### config.mk
export PLATFORM = sky130hd
export DESIGN_NAME = display_scan_ctrl
export DESIGN_NICKNAME = d
export VERILOG_FILES = /design/src/rtl/display_pkg.sv /design/src/rtl/hex_to_seg.sv /design/src/rtl/display_scan_ctrl.sv
export SDC_FILE = /design/constraint.sdc
export NUM_CORES = 1
export LEC_CHECK = 0
export CORE_ASPECT_RATIO = 1.2
export CORE_MARGIN = 4
export CORE_UTILIZATION = 57
export DETAILED_ROUTE_END_ITERATION = 6
export PLACE_DENSITY = 0.79
export RECOVER_POWER = 25
export SETUP_SLACK_MARGIN = 0.1
export SKIP_CTS_REPAIR_TIMING = 1
export SYNTH_ARGS = -nofsm -noshare
export SYNTH_HDL_FRONTEND = slang
export SYNTH_SLANG_ARGS = --single-unit
### constraint.sdc
create_clock -name clk -period 6.13 [get_ports clk]
set_input_delay 1.226 -clock clk [delete_from_list [all_inputs] [get_ports clk]]
set_output_delay 1.226 -clock clk [all_outputs]
set_load 0.1 [all_outputs]
### src/rtl/display_pkg.sv
// Shared constants for the multiplexed 7-segment display path.
// Segment codes are {g,f,e,d,c,b,a}, active-low.
package display_pkg;

    localparam int         NUM_DIGITS = 4;
    localparam int         SEL_W      = 2;
    localparam logic [6:0] SEG_BLANK  = 7'h7F;

    localparam logic [6:0] SEG_TABLE [16] = '{
        7'b1000000, 7'b1111001, 7'b0100100, 7'b0110000,
        7'b0011001, 7'b0010010, 7'b0000010, 7'b1111000,
        7'b0000000, 7'b0010000, 7'b0001000, 7'b0000011,
        7'b1000110, 7'b0100001, 7'b0000110, 7'b0001110
    };

endpackage

### src/rtl/hex_to_seg.sv
// Combinational hex nibble to active-low 7-segment decoder.
module hex_to_seg
    import display_pkg::*;
(
    input  logic [3:0] nibble,
    output logic [6:0] seg_n
);

    assign seg_n = SEG_TABLE[nibble];

endmodule

### src/rtl/display_scan_ctrl.sv
// 4-digit multiplexed 7-segment scan controller: prescaled digit stepping,
// frame-aligned commit of buffered values, leading-zero blanking, registered segments.
module display_scan_ctrl
    import display_pkg::*;
#(
    parameter int REFRESH_DIV = 50000,
    parameter int CNT_W       = 16,
    parameter bit BLANK_LZ    = 1'b1
) (
    input  logic             clk,
    input  logic             rst_n,
    input  logic             wr_en,
    input  logic [15:0]      data_in,
    input  logic [3:0]       dp_mask,
    output logic [SEL_W-1:0] sel,
    output logic [6:0]       seg_n,
    output logic             dp_n,
    output logic             busy,
    output logic             frame_done
);

    logic [CNT_W-1:0]      cnt;
    logic [15:0]           disp;
    logic [15:0]           pending;
    logic                  tick;
    logic                  boundary;
    logic [3:0]            nibble;
    logic [6:0]            dec_seg;
    logic [NUM_DIGITS-1:0] upper_zero;
    logic                  blank;

    assign tick     = (cnt == CNT_W'(REFRESH_DIV - 1));
    assign boundary = tick && (sel == SEL_W'(NUM_DIGITS - 1));
    assign nibble   = disp[{sel, 2'b00} +: 4];

    hex_to_seg u_dec (
        .nibble (nibble),
        .seg_n  (dec_seg)
    );

    // upper_zero[i]: digit i and every digit above it are zero
    always_comb begin
        upper_zero = '0;
        upper_zero[NUM_DIGITS-1] = (disp[4*(NUM_DIGITS-1) +: 4] == 4'h0);
        for (int i = NUM_DIGITS - 2; i >= 0; i--) begin
            upper_zero[i] = upper_zero[i+1] && (disp[4*i +: 4] == 4'h0);
        end
    end

    // digit 0 always lights so an all-zero value still reads "0"
    assign blank = BLANK_LZ && (sel != '0) && upper_zero[sel];

    always_ff @(posedge clk) begin
        if (!rst_n) begin
            cnt        <= '0;
            sel        <= '0;
            seg_n      <= SEG_BLANK;
            dp_n       <= 1'b1;
            disp       <= '0;
            pending    <= '0;
            busy       <= 1'b0;
            frame_done <= 1'b0;
        end else begin
            cnt        <= tick ? '0 : cnt + 1'b1;
            frame_done <= boundary;
            if (tick) sel <= sel + 1'b1;
            // commit sees the pre-edge pending, so a coincident write lands a frame later
            if (boundary && busy) disp <= pending;
            if (wr_en) begin
                pending <= data_in;
                busy    <= 1'b1;
            end else if (boundary) begin
                busy    <= 1'b0;
            end
            seg_n <= blank ? SEG_BLANK : dec_seg;
            dp_n  <= ~dp_mask[sel];
        end
    end

endmodule

[Yosys cells after proc, flatten, opt, wreduce, memory -nomap -nowiden]
Memory sizes are Yosys's and may differ from the RTL's. A register that Yosys moved wholly into a read port is not among the register bits.
Cells that the tools add are included.
Storage, ports and cells
  output and inout port bits: 12
  memory bits (writable): 0
  bits in latches: 0
  memories: 1
  register bits after elaboration: 53
  bits in read-only memories: 112
Memories
  (name not given): words 16, width 7, read ports 1, clocked after Yosys merged registers in 1, wr ports 0, line hex_to_seg.sv:9  | assign seg_n = SEG_TABLE[nibble];
Operators by class
  equal/unequal tests: 2
  reductions and logical operators: 14
  mux-type cells: 6
  multiply operators: 0
  bitwise gates (word level): 3
  order comparisons: 1
  divide/modulo/power cells: 0
  add/sub/neg operators: 2
  shift operators: 1
Operators by type and width (count)
  $add A16 B1 Y16 const B: 1
  $eq A16 B16 Y1 const B: 1
  $logic_not A4 Y1: 4
  $shiftx A16 B5 Y4: 1
  $logic_and A1 B1 Y1: 6
  $not A4 Y5: 1
  $bmux W1 S2: 2
  $mux W1: 4
  $reduce_bool A2 Y1: 2
  $reduce_or A2 Y1: 2
  $lt A2 B3 Y1 const B: 1
  $add A2 B1 Y2 const B: 1
  $eq A2 B2 Y1 const B: 1
  $not A1 Y1: 2

[Longest topological paths before layout]
Gate-level depths: netlist of run 1.
  word-level depth: 8
  gate-level depth with buffers: 8

[By module]
A second synthesis of run 1 with hierarchy kept.
Unflattened totals
  cell total of the unflattened synthesis: 289
  area, all modules: 2819.0 um^2
By module, submodules not included
  display_scan_ctrl: cells an instance 257, instances 1, area an instance 2543.7 um^2
  hex_to_seg: cells an instance 32, instances 1, area an instance 275.3 um^2

[Worst setup path before layout of run 1]
No wires, ideal clock.
  path type: register to register
  start point: reg sel[0]
  end point: reg seg_n[3]
  path slack: 3.087 ns
  data required time: 6.010 ns
  data arrival time: 2.923 ns
  stages on the path, launching flop included: 9
  buffers on the path: 2
  path through: dfxtp_1 -> buf_6 -> buf_2 -> mux4_2 -> inv_1 -> ha_1 -> inv_1 -> mux4_2 -> or2_1
Between the ends
  word-level cells in the longest chain between the ends: 4
  elaborated cells on any way between the ends: 7
  those cells by class: shift: 1; mux: 2; bitwise: 1; reduce/logical: 3
RTL lines
  start: declaration: line display_scan_ctrl.sv:15  | output logic [SEL_W-1:0] sel,
  start signal: assignment: line display_scan_ctrl.sv:66  | if (tick) sel <= sel + 1'b1;
  parallel branches: the longest is 4 deep, another holds $shiftx A16 B5 Y4
  end: declaration: line display_scan_ctrl.sv:16  | output logic [6:0] seg_n,
Parallel ways; which one is timed is not known. The select of a mux whose other input is x is not followed.
A chain may end at the register's enable or synchronous reset.

[Worst setup path after layout of run 1]
  start point: reg sel[0]
  end point: out sel[0]
No word-level cell between the ends.

==> metrics.md, run 1 <==
| Metric | Value |
|---|---|
| Run status | `finished, final reports clean` |
| Yosys warnings | `0` |
| Number of antenna violations at the first check in global routing | `0` |
| Final Hold Vio Count | `0` |
| Layout cells sized above 1 | `8.41%` |
| Core Region | `4700 um^2` |
| Pins Over Slew Limit | `0` |
| Setup ws final | `2.51 ns` |
| Final-layout setup total negative slack | `0 ns` |
| Detailed-route via count | `2257` |
| Drt first pass iters | `4` |
| Number of standard-cell rows in the floorplan | `27` |
| Number of design rule violations left after detail routing | `0` |
| Sequential standard cell area | `~1200 um^2` |
| Post-Synthesis Cells | `about 300` |
| Highest-delay cell along the critical path | `sky130_fd_sc_hd__clkdlybuf4s50_1` |
| CP arrival | `2.40 ns` |
| Endpoint of the worst register-to-register path | `seg_n[3]` |
| CTS clock-pin slew for the worst setup and hold paths | `0.07 ns` |
| Area used by multi-input combinational logic | `between 1500 and 2000 um^2` |
| Most common library cells after synthesis | `60 x sky130_fd_sc_hd__dfxtp_1, 22 x sky130_fd_sc_hd__nor2_1, 21 x sky130_fd_sc_hd__nand3_1` |
| Count of flip-flops with a built-in enable after synthesis | `0` |
| Htree depth | `3` |
| DR vias/cell | `5.77` |
| Cell chain of the critical path | `clkdlybuf4s50_1` |
| Max-cap violations | `0` |
| Num ports | `35` |
| Class of the tightest hold or removal check | `register to register` |
| CP Max Fanout | `16` |
| Transition time at the pin with the least slew margin | `1.41 ns` |
| Leakage Power | `~1.2 nW` |
| Kind of capture point of the worst setup path | `primary output` |
| Required arrival time at the worst endpoint | `4.90 ns` |
| Growth of design area from synthesis to finish | `20.1%` |
| Cell type contributing the most total cell area after synthesis | `sky130_fd_sc_hd__dfxtp_1` |
| Sequential cell fraction of total power | `a little under half` |
| Initial standard-cell utilization of the core | `around three fifths` |
| Number of register bits inferred by synthesis | `60` |
| WS Path Type | `register to primary output` |
| Power after layout | `slightly below 0.9 mW` |
| Part of the total power dissipated in combinational logic | `7.7%` |
| Count of antenna-violating nets left after detailed routing | `0` |
| # fillers | `370` |
| Largest net degree at the start of global routing | `42` |
| Number of port buffers | `34` |
| Count of non-filler cells in the finished layout | `391` |
| Share of power burned in the clock network | `46.6%` |
| Area of the die | `6190 um^2` |
| Post-synthesis sequential area ratio | `42.2%` |
| CTS root buf | `sky130_fd_sc_hd__clkbuf_8` |
| Post-route standard cell area excluding fillers | `~3400 um^2` |
| Yosys top cell area share | `between 40% and 50%` |
| Power dissipated by switching net loads | `0.197 mW` |
| R2R cell count | `6` |
| Worst slack at placement | `2.84 ns` |
| Endpoint of the worst setup timing path | `sel[0]` |
| Cells taking the most area after synthesis | `sky130_fd_sc_hd__dfxtp_1 42%, sky130_fd_sc_hd__mux2i_1 7.0%, sky130_fd_sc_hd__a21boi_0 4.7%, sky130_fd_sc_hd__mux4_2 4.7%, sky130_fd_sc_hd__xnor2_1 4.0%` |
| First-pass GRT wire length | `approximately 10000 um` |
| Number of CTS-inserted buffers | `9` |
| Crit path time final | `between 3 and 4 ns` |
| Detailed placement HPWL | `3950 um` |
| Setup violation total in the final timing report | `0` |
| Cell depth of the worst setup path | `1` |
| GRT Total Usage | `20.7%` |
| Launching element type of the critical path | `register` |
| Delay of the slowest cell on the worst path | `1.26 ns` |
| Detailed-route wire length per cell | `approximately 15 um` |
| Startpoint of the worst setup timing path | `sel[0]` |
| Remaining max-slew budget at the tightest pin | `5.71%` |
| Setup repair after global routing missed its margin | `false` |
| Placed cell count | `375` |
| Avg Cell Area, Syn | `9.52 um^2` |
| Internal power component | `0.692 mW` |
| GRT Residual Overflow | `0` |
| Die height | `85.4 um` |
| Number of clock sinks | `60` |
| Fin crit share | `59.1%` |
| DRC violation total after the first TritonRoute iteration | `124` |
| Horizontal die dimension | `72.5 um` |
| Via count of the first global-routing pass | `2141` |
| Post-synthesis instance area | `between 2000 and 3000 um^2` |
| Worst IR Drop VDD | `0.000165 V` |
| Launch instance of the worst register-to-register path | `sel[0]` |
| Buffer depth of the longest clock path | `2` |
| Count leader, synth | `sky130_fd_sc_hd__dfxtp_1` |
| CP top delay family | `buffers and inverters` |
| Total placed instance area | `3190 um^2` |
| Worst reg2reg setup slack | `between 3 and 4 ns` |
| Detailed Route WL | `5890 um` |
| Antenna diode instance count | `0` |
| Placer's final routability congestion estimate | `0.813` |
| Min-delay src | `cnt[0]` |
| Latest clock arrival within the worst-skew pair | `0.34 ns` |
| Timing-limited maximum frequency | `276 MHz` |
| Worst clock skew | `0.00871 ns` |
| Number of distinct library cells after synthesis | `39` |
| Worst Path Buf+Inv | `1` |
| TritonCTS clock tree | `yes` |
| Power density cells | `260 nW/um^2` |
| Ys flop type | `sky130_fd_sc_hd__dfxtp_1` |
| Number of nets produced by synthesis | `331` |
| Async SR Flop Fraction | `0%` |
| Switching power as a share of total power | `22.2%` |
| Layout Nets | `360` |
cells by family (layout without fill, tap and decap cells):
logic type,Yosys count,count (layout),synth area share (%)
buffers and inverters,25,59,3.87
muxes,29,29,13.1
AOI/OAI and AO/OA,48,48,11.1
and+or+nand+nor,112,112,20.9
DFF,60,60,42.2
adders and majority gates,9,9,3.96
xor gates and xnor gates,16,16,4.92
power by group through the flow:
stage | Sequential, mW | Clock, mW | Combinational [mW]
after floorplan | 0.436 | 0 | 0.0229
after global placement | 0.415 | 0 | 0.0677
after detailed placement | 0.415 | 0 | 0.0690
after CTS | 0.407 | 0.418 | 0.0693
after global routing | 0.408 | 0.435 | 0.0737
final | 0.407 | 0.414 | 0.0685
stage by stage:
stage | util [%] | hold WS (ns)
floorplan | - | 0.430
detailed placement | 67.9 | 0.460
global route | 72.8 | 0.486
CTS | 72.9 | 0.474
finish | 72.8 | 0.468
global placement | 67.9 | 0.450
sequential cells by signal, indices dropped and copies added (netlist names):
register / cells
cnt: 16
disp: 16
pending: 16
seg_n: 7
sel: 2
busy: 1
dp_n: 1
frame_done: 1
routing by layer:
| metal | share of wire, % | vias to the layer above | GRT usage (%) | wire [um] |
|---|---|---|---|---|
| met5 | 0 | - | 0 | 0 |
| met4 | 2.3 | 0 | 11.1 | 134 |
| met3 | 4.5 | 14 | 3.79 | 267 |
| met2 | 50 | 61 | 34.7 | 2940 |
| met1 | 43 | 1062 | 24.8 | 2540 |
| li1 | - | 1120 | - | - |
how the worst min path moves through the flow:
stage / slack (ns) / endpoint / cells past startpoint
after floorplan: 0.43 / cnt[0] / 1
after global placement: 0.45 / cnt[0] / 1
after detailed placement: 0.46 / cnt[0] / 1
after CTS: 0.47 / cnt[0] / 1
after global routing: 0.49 / cnt[0] / 1
final: 0.47 / cnt[0] / 1
area by class of cell:
class / instances / area share, %
Clock buffer: 12 / 4.83
Clock inverter: 4 / 2.05
Timing Repair Buffer: 35 / 10.1
Inverter: 8 / 0.878
Tap cell: 58 / 2.12
Multi-Input combinational cell: 214 / 44.9
Sequential cell: 60 / 35.1
placed cells by master, fill, tap and decap left out, types with 13 or more instances in the layout:
cell type                         synthesis  routed
sky130_fd_sc_hd__a21boi_0                18      18
sky130_fd_sc_hd__clkdlybuf4s50_1          0      33
sky130_fd_sc_hd__dfxtp_1                 60      60
sky130_fd_sc_hd__mux2i_1                 20      20
sky130_fd_sc_hd__nand2_1                 13      13
sky130_fd_sc_hd__nand3_1                 21      21
sky130_fd_sc_hd__nor2_1                  22      22
sky130_fd_sc_hd__nor2b_1                 16      16
sky130_fd_sc_hd__o21ai_0                 19      19
sky130_fd_sc_hd__xnor2_1                 13      13
Power figures use the tool's default switching activity.
==> run 2, diff against run 1 <==
CORE_UTILIZATION = 55   (was 57)
PLACE_DENSITY = 0.77   (was 0.79)
clock period = 3.6 ns   (was 6.13 ns; I/O delays follow)
==> run 2 against run 1 <==
  * Final area fell by 0.15%
  * Cell count rose by 1.0%
  * First-iteration DRC count rose by 5.6%
  * Routed wire length fell by 0.44%
  * Die area rose by 3.3%
  * Flip-flop and latch count did not move
  * Total power rose by 64%
  * Register-to-register slack got worse by 2.5 ns
  * Setup slack got worse by 1.5 ns
  * Global-route usage fell by 0.15 points
  * Hold slack improved by 0.0086 ns
  * Largest cell class unchanged
==> metrics.md, run 2 (synthesized netlist as in run 1, its figures left out) <==
| Metric | Value |
|---|---|
| Largest registers | `cnt (16), disp (16), pending (16)` |
| Setup violation total in the final timing report | `0 (unchanged)` |
| CP arrival | `2.82 ns (+0.42 ns)` |
| Count of non-filler cells in the finished layout | `395 (+1.0%)` |
| Core Region | `4970 um^2 (+5.9%)` |
| Fin crit share | `between 70% and 80%` |
| Class of the tightest hold or removal check | `register to register` |
| Sequential cell fraction of total power | `47.4% (+1.7 points)` |
| Growth of design area from synthesis to finish | `19.9%` |
| CP Max Fanout | `16 (unchanged)` |
| Final Core Density | `68.6% (-4.2 points)` |
| Placed cell count | `379 (+1.1%)` |
| Setup repair after global routing missed its margin | `false` |
| Latest clock arrival within the worst-skew pair | `0.34 ns (about the same)` |
| Share of power burned in the clock network | `44.7% (-1.9 points)` |
| Switching power as a share of total power | `22.9% (+0.73 points)` |
| Via count of the first global-routing pass | `2205 (+3.0%)` |
| Number of antenna violations at the first check in global routing | `0 (unchanged)` |
| Part of the total power dissipated in combinational logic | `7.9% (+0.2 points)` |
| Detailed-route via count | `2240 (-0.75%)` |
| Buffer depth of the longest clock path | `2 (unchanged)` |
| Antenna diode instance count | `0 (unchanged)` |
| Num ports | `35 (unchanged)` |
| Area of the die | `6390 um^2 (+3.3%)` |
| Number of port buffers | `34 (unchanged)` |
| Max-cap violations | `0 (unchanged)` |
| Layout cells sized above 1 | `9.25% (+0.85 points)` |
| Worst slack at placement | `1.03 ns (-1.81 ns)` |
| DRC violation total after the first TritonRoute iteration | `131 (+5.6%)` |
| CTS clock-pin slew for the worst setup and hold paths | `0.07 ns (about the same)` |
| Commonest cells after routing, fill and taps aside | `60 x sky130_fd_sc_hd__dfxtp_1, 30 x sky130_fd_sc_hd__clkdlybuf4s50_1, 22 x sky130_fd_sc_hd__nor2_1` |
| Power dissipated by switching net loads | `0.335 mW (+70%)` |
| First-pass GRT wire length | `10100 um (unchanged)` |
| Die height | `86.8 um (+1.6%)` |
| GRT Residual Overflow | `0 (unchanged)` |
| Number of standard-cell rows in the floorplan | `28 (+3.7%)` |
| Number of clock sinks | `60 (unchanged)` |
| Detailed placement HPWL | `3940 um (-0.28%)` |
| Remaining max-slew budget at the tightest pin | `23.0% (+17 points)` |
| Pins Over Slew Limit | `0 (unchanged)` |
| Number of CTS-inserted buffers | `9 (unchanged)` |
| Kind of capture point of the worst setup path | `register` |
| Drt first pass iters | `5 (+1)` |
| Crit path time final | `around 2.6 ns` |
| DR vias/cell | `5.67 (-1.8%)` |
| Layout Nets | `362 (+0.56%)` |
| WS Path Type | `register to register` |
| Detailed Route WL | `5860 um (-0.44%)` |
| Horizontal die dimension | `73.7 um (+1.6%)` |
| Required arrival time at the worst endpoint | `3.84 ns (-1.06 ns)` |
| Worst IR Drop VDD | `0.000289 V (+75%)` |
| Placer's final routability congestion estimate | `0.882 (+8.5%)` |
| GRT Total Usage | `20.6% (-0.15 points)` |
| Detailed-route wire length per cell | `14.8 um (-1.4%)` |
| TritonCTS clock tree | `yes` |
| Run status | `finished, final reports clean` |
| Launching element type of the critical path | `register` |
| Most common library cell in the layout ignoring fill and taps | `sky130_fd_sc_hd__dfxtp_1` |
| Power after layout | `1.46 mW (+64%)` |
| Timing-limited maximum frequency | `387 MHz` |
| Final Hold Vio Count | `0 (unchanged)` |
| Initial standard-cell utilization of the core | `57.2% (-3.4 points)` |
| Largest net degree at the start of global routing | `27 (-36%)` |
| Final-layout setup total negative slack | `0 ns (unchanged)` |
| Power density cells | `428 nW/um^2 (+65%)` |
| Leakage Power | `1.22 nW (about the same)` |
| Number of design rule violations left after detail routing | `0 (unchanged)` |
| CTS root buf | `sky130_fd_sc_hd__clkbuf_8` |
| Count of antenna-violating nets left after detailed routing | `0 (unchanged)` |
| Transition time at the pin with the least slew margin | `1.16 ns (-0.254 ns)` |
| Worst clock skew | `0.00758 ns (-0.00113 ns)` |
| Internal power component | `1.13 mW (+63%)` |
| Htree depth | `3 (unchanged)` |
| Setup ws final | `1.02 ns (-1.49 ns)` |
-- run 2: per-stage QoR --
stage                     hold WS [ns]  instance area (um^2)
after floorplan                  0.430                  2850
after global placement           0.452                  3200
after detailed placement         0.461                  3200
after CTS                        0.481                  3420
after global routing             0.515                  3410
final                            0.476                  3410
-- run 2: critical path, cell delays in order (launching register included) --
cell and delay [ns]:
sky130_fd_sc_hd__dfxtp_1 0.81, sky130_fd_sc_hd__mux4_2 0.67, sky130_fd_sc_hd__inv_1 0.15, sky130_fd_sc_hd__ha_1 0.15
sky130_fd_sc_hd__inv_1 0.06, sky130_fd_sc_hd__mux4_2 0.44, sky130_fd_sc_hd__or2_1 0.21
-- run 2: layout make-up --
class	instances	area (um^2)
tap	60	75.1
fill	414	1560
clock buffer	13	179
multi-input combinational	214	1540
inverter	8	30.0
sequential	60	1200
timing repair buffer	37	350
clock inverter	3	42.5
-- run 2: power groups by stage --
| stage | Clock (mW) | Combinational (mW) | Sequential (mW) |
|---|---|---|---|
| after floorplan | 0 | 0.0391 | 0.742 |
| after global placement | 0 | 0.115 | 0.707 |
| after detailed placement | 0 | 0.116 | 0.707 |
| after CTS | 0.669 | 0.117 | 0.693 |
| after global routing | 0.697 | 0.123 | 0.695 |
| final | 0.654 | 0.115 | 0.693 |
-- run 2: path summary, 6_finish.rpt --
path	slack, ns	startpoint	to	cells past startpoint
min	0.48	pending[8]	disp[8]	2
max reg2reg	1.02	sel[0]	seg_n[3]	6
max	1.02	sel[0]	seg_n[3]	6
min reg2reg	0.48	pending[8]	disp[8]	2
-- run 2: layer usage --
metal	up-vias	GRT usage (%)	part of all wire, %
li1	1117	-	-
met1	1048	24.9	45
met2	57	32.1	47
met5	-	0	0
met4	0	12.0	3.1
met3	18	5.92	4.9
==> run 3, diff against run 2 <==
clock period = 2.55 ns   (was 3.6 ns; I/O delays follow)
==> run 3 against run 2 <==
  * Register-to-register slack got worse by 0.70 ns
  * Setup slack worse by 0.70 ns
  * Count of clock-buffer cells in the layout decreased by 2
  * Maximum frequency grew 16%
  * Clock skew hardly changed
  * First-iteration DRC count fell by 44%
  * Global-route usage decreased by 0.82 points
  * Largest power group unchanged
  * Critical path type unchanged
  * Core utilization increased by 0.10 points
  * Non-clock buffer count is 4 higher
  * Flip-flop and latch count is the same
  * Combinational power grew 42%
  * Sequential power is 41% higher
==> metrics.md, run 3 (synthesized netlist as in run 1, its figures left out) <==
| Metric | Value |
|---|---|
| Run status | `finished, final reports clean` |
| Worst hold margin | `0.468 ns (-0.00893 ns)` |
| Count of cells along the worst hold path | `1 (-1)` |
| Detailed-route via count | `2254 (+0.63%)` |
| Setup repair after global routing missed its margin | `false` |
| Growth of design area from synthesis to finish | `20.1%` |
| Num ports | `35 (unchanged)` |
| Final Hold Vio Count | `0 (unchanged)` |
| Transition time at the pin with the least slew margin | `1.24 ns (+0.0808 ns)` |
| Final Core Density | `68.7% (+0.10 points)` |
| Number of antenna violations at the first check in global routing | `0 (unchanged)` |
| Total placed instance area | `3210 um^2 (+0.31%)` |
| Setup ws final | `0.316 ns (-0.703 ns)` |
| Switching power as a share of total power | `22.4% (-0.54 points)` |
| Area of the die | `6390 um^2 (unchanged)` |
| Horizontal die dimension | `73.7 um (unchanged)` |
| Number of clock sinks | `60 (unchanged)` |
| Power dissipated by switching net loads | `0.463 mW (+38%)` |
| WS Path Type | `register to register` |
| Leakage Power | `1.25 nW (+2.6%)` |
| Launching element type of the critical path | `register` |
| Pins Over Slew Limit | `0 (unchanged)` |
| Power density cells | `605 nW/um^2 (+41%)` |
| Crit path time final | `2.23 ns (-0.347 ns)` |
| Count of antenna-violating nets left after detailed routing | `0 (unchanged)` |
| Placed cell count | `383 (+1.1%)` |
| Htree depth | `3 (unchanged)` |
| Internal power component | `1.61 mW (+42%)` |
| Buffer depth of the longest clock path | `2 (unchanged)` |
| Number of CTS-inserted buffers | `9 (unchanged)` |
| CP arrival | `2.47 ns (-0.35 ns)` |
| Share of power burned in the clock network | `44.9% (+0.2 points)` |
| Placer's final routability congestion estimate | `0.869 (-1.5%)` |
| TritonCTS clock tree | `yes` |
| Largest net degree at the start of global routing | `21 (-22%)` |
| Detailed Route WL | `5750 um (-1.9%)` |
| Post-route standard cell area excluding fillers | `3420 um^2 (+0.15%)` |
| CP Max Fanout | `16 (unchanged)` |
| Number of design rule violations left after detail routing | `0 (unchanged)` |
| Layout cells sized above 1 | `13.6% (+4.3 points)` |
| Initial standard-cell utilization of the core | `57.2% (unchanged)` |
| Final-layout setup total negative slack | `0 ns (unchanged)` |
| Required arrival time at the worst endpoint | `2.78 ns (-1.06 ns)` |
| CTS root buf | `sky130_fd_sc_hd__clkbuf_8` |
| Core Region | `4970 um^2 (unchanged)` |
| Largest registers | `cnt (16), disp (16), pending (16)` |
| Antenna diode instance count | `0 (unchanged)` |
| Detailed-route wire length per cell | `14.4 um (-2.9%)` |
| GRT Residual Overflow | `0 (unchanged)` |
| Worst clock skew | `0.00736 ns (-0.000216 ns)` |
| Most common library cell in the layout ignoring fill and taps | `sky130_fd_sc_hd__dfxtp_1` |
| Via count of the first global-routing pass | `2231 (+1.2%)` |
| Part of the total power dissipated in combinational logic | `7.9% (about the same)` |
| Worst slack at placement | `0.368 ns (-0.662 ns)` |
| Layout Nets | `366 (+1.1%)` |
| Timing-limited maximum frequency | `448 MHz (+16%)` |
| Max-cap violations | `0 (unchanged)` |
| Drt first pass iters | `5 (unchanged)` |
| Kind of capture point of the worst setup path | `register` |
| DR vias/cell | `5.65 (-0.38%)` |
| Commonest cells after routing, fill and taps aside | `58 x sky130_fd_sc_hd__dfxtp_1, 22 x sky130_fd_sc_hd__nor2_1, 21 x sky130_fd_sc_hd__nand3_1` |
| Detailed placement HPWL | `4000 um (+1.6%)` |
| R2R cell count | `6 (unchanged)` |
| Die height | `86.8 um (unchanged)` |
| Setup violation total in the final timing report | `0 (unchanged)` |
| Count of non-filler cells in the finished layout | `399 (+1.0%)` |
| Remaining max-slew budget at the tightest pin | `17.2% (-5.7 points)` |
| GRT Total Usage | `19.7% (-0.82 points)` |
| Number of port buffers | `34 (unchanged)` |
| Fin crit share | `87.6% (+16 points)` |
| Latest clock arrival within the worst-skew pair | `0.34 ns (about the same)` |
| CTS clock-pin slew for the worst setup and hold paths | `0.06 ns (about the same)` |
| DRC violation total after the first TritonRoute iteration | `73 (-44%)` |
| Sequential cell fraction of total power | `47.2% (-0.2 points)` |
| Number of standard-cell rows in the floorplan | `28 (unchanged)` |
| Class of the tightest hold or removal check | `register to register` |
| Power after layout | `2.07 mW (+41%)` |
| Worst IR Drop VDD | `0.000459 V (+59%)` |
| First-pass GRT wire length | `9750 um (-3.6%)` |
==> run 3: cell types whose count changed in the layout (fill, tap and decap cells not counted), moves of 2 or more <==
cell	change
sky130_fd_sc_hd__clkdlybuf4s50_1	-10
sky130_fd_sc_hd__clkinv_2	+2
sky130_fd_sc_hd__buf_4	+14
sky130_fd_sc_hd__clkbuf_8	-3
sky130_fd_sc_hd__dfxtp_1	-2
==> run 3: power groups by stage <==
| stage | Sequential (mW) | Combinational, mW | Clock (mW) |
|---|---|---|---|
| 6_report | 0.977 | 0.163 | 0.929 |
| 5_1_grt | 0.980 | 0.174 | 0.999 |
| 4_1_cts | 0.977 | 0.166 | 0.954 |
| 3_5_place_dp | 0.998 | 0.165 | 0 |
| 3_3_place_gp | 0.997 | 0.163 | 0 |
| 2_1_floorplan | 1.05 | 0.0552 | 0 |
==> run 3: final cells by class <==
type	instances	area [um^2]
Fill cell	421	1560
Multi-Input combinational cell	214	1540
Sequential cell	60	1210
Timing Repair Buffer	41	355
Clock buffer	11	141
Clock inverter	5	75.1
Tap cell	60	75.1
Inverter	8	30.0
==> run 3: path summary, 6_finish.rpt <==
kind | end | slack [ns] | from
min reg2reg | cnt[0] | 0.47 | cnt[0]
max reg2reg | seg_n[3] | 0.32 | sel[0]
max | seg_n[3] | 0.32 | sel[0]
min | cnt[0] | 0.47 | cnt[0]
==> run 3: critical path, cell delays in order (launching register included) <==
cell and delay [ns]:
sky130_fd_sc_hd__dfxtp_4 0.49, sky130_fd_sc_hd__mux4_2 0.62, sky130_fd_sc_hd__inv_1 0.16, sky130_fd_sc_hd__ha_1 0.16, sky130_fd_sc_hd__inv_1 0.05, sky130_fd_sc_hd__mux4_2 0.44
sky130_fd_sc_hd__or2_1 0.21
==> run 3: per-layer routing <==
layer  part of all wire (%)  track usage, %
met2                     49            32.3
met4                    1.9            11.0
met3                    5.0            5.10
met5                      0               0
met1                     44            23.1
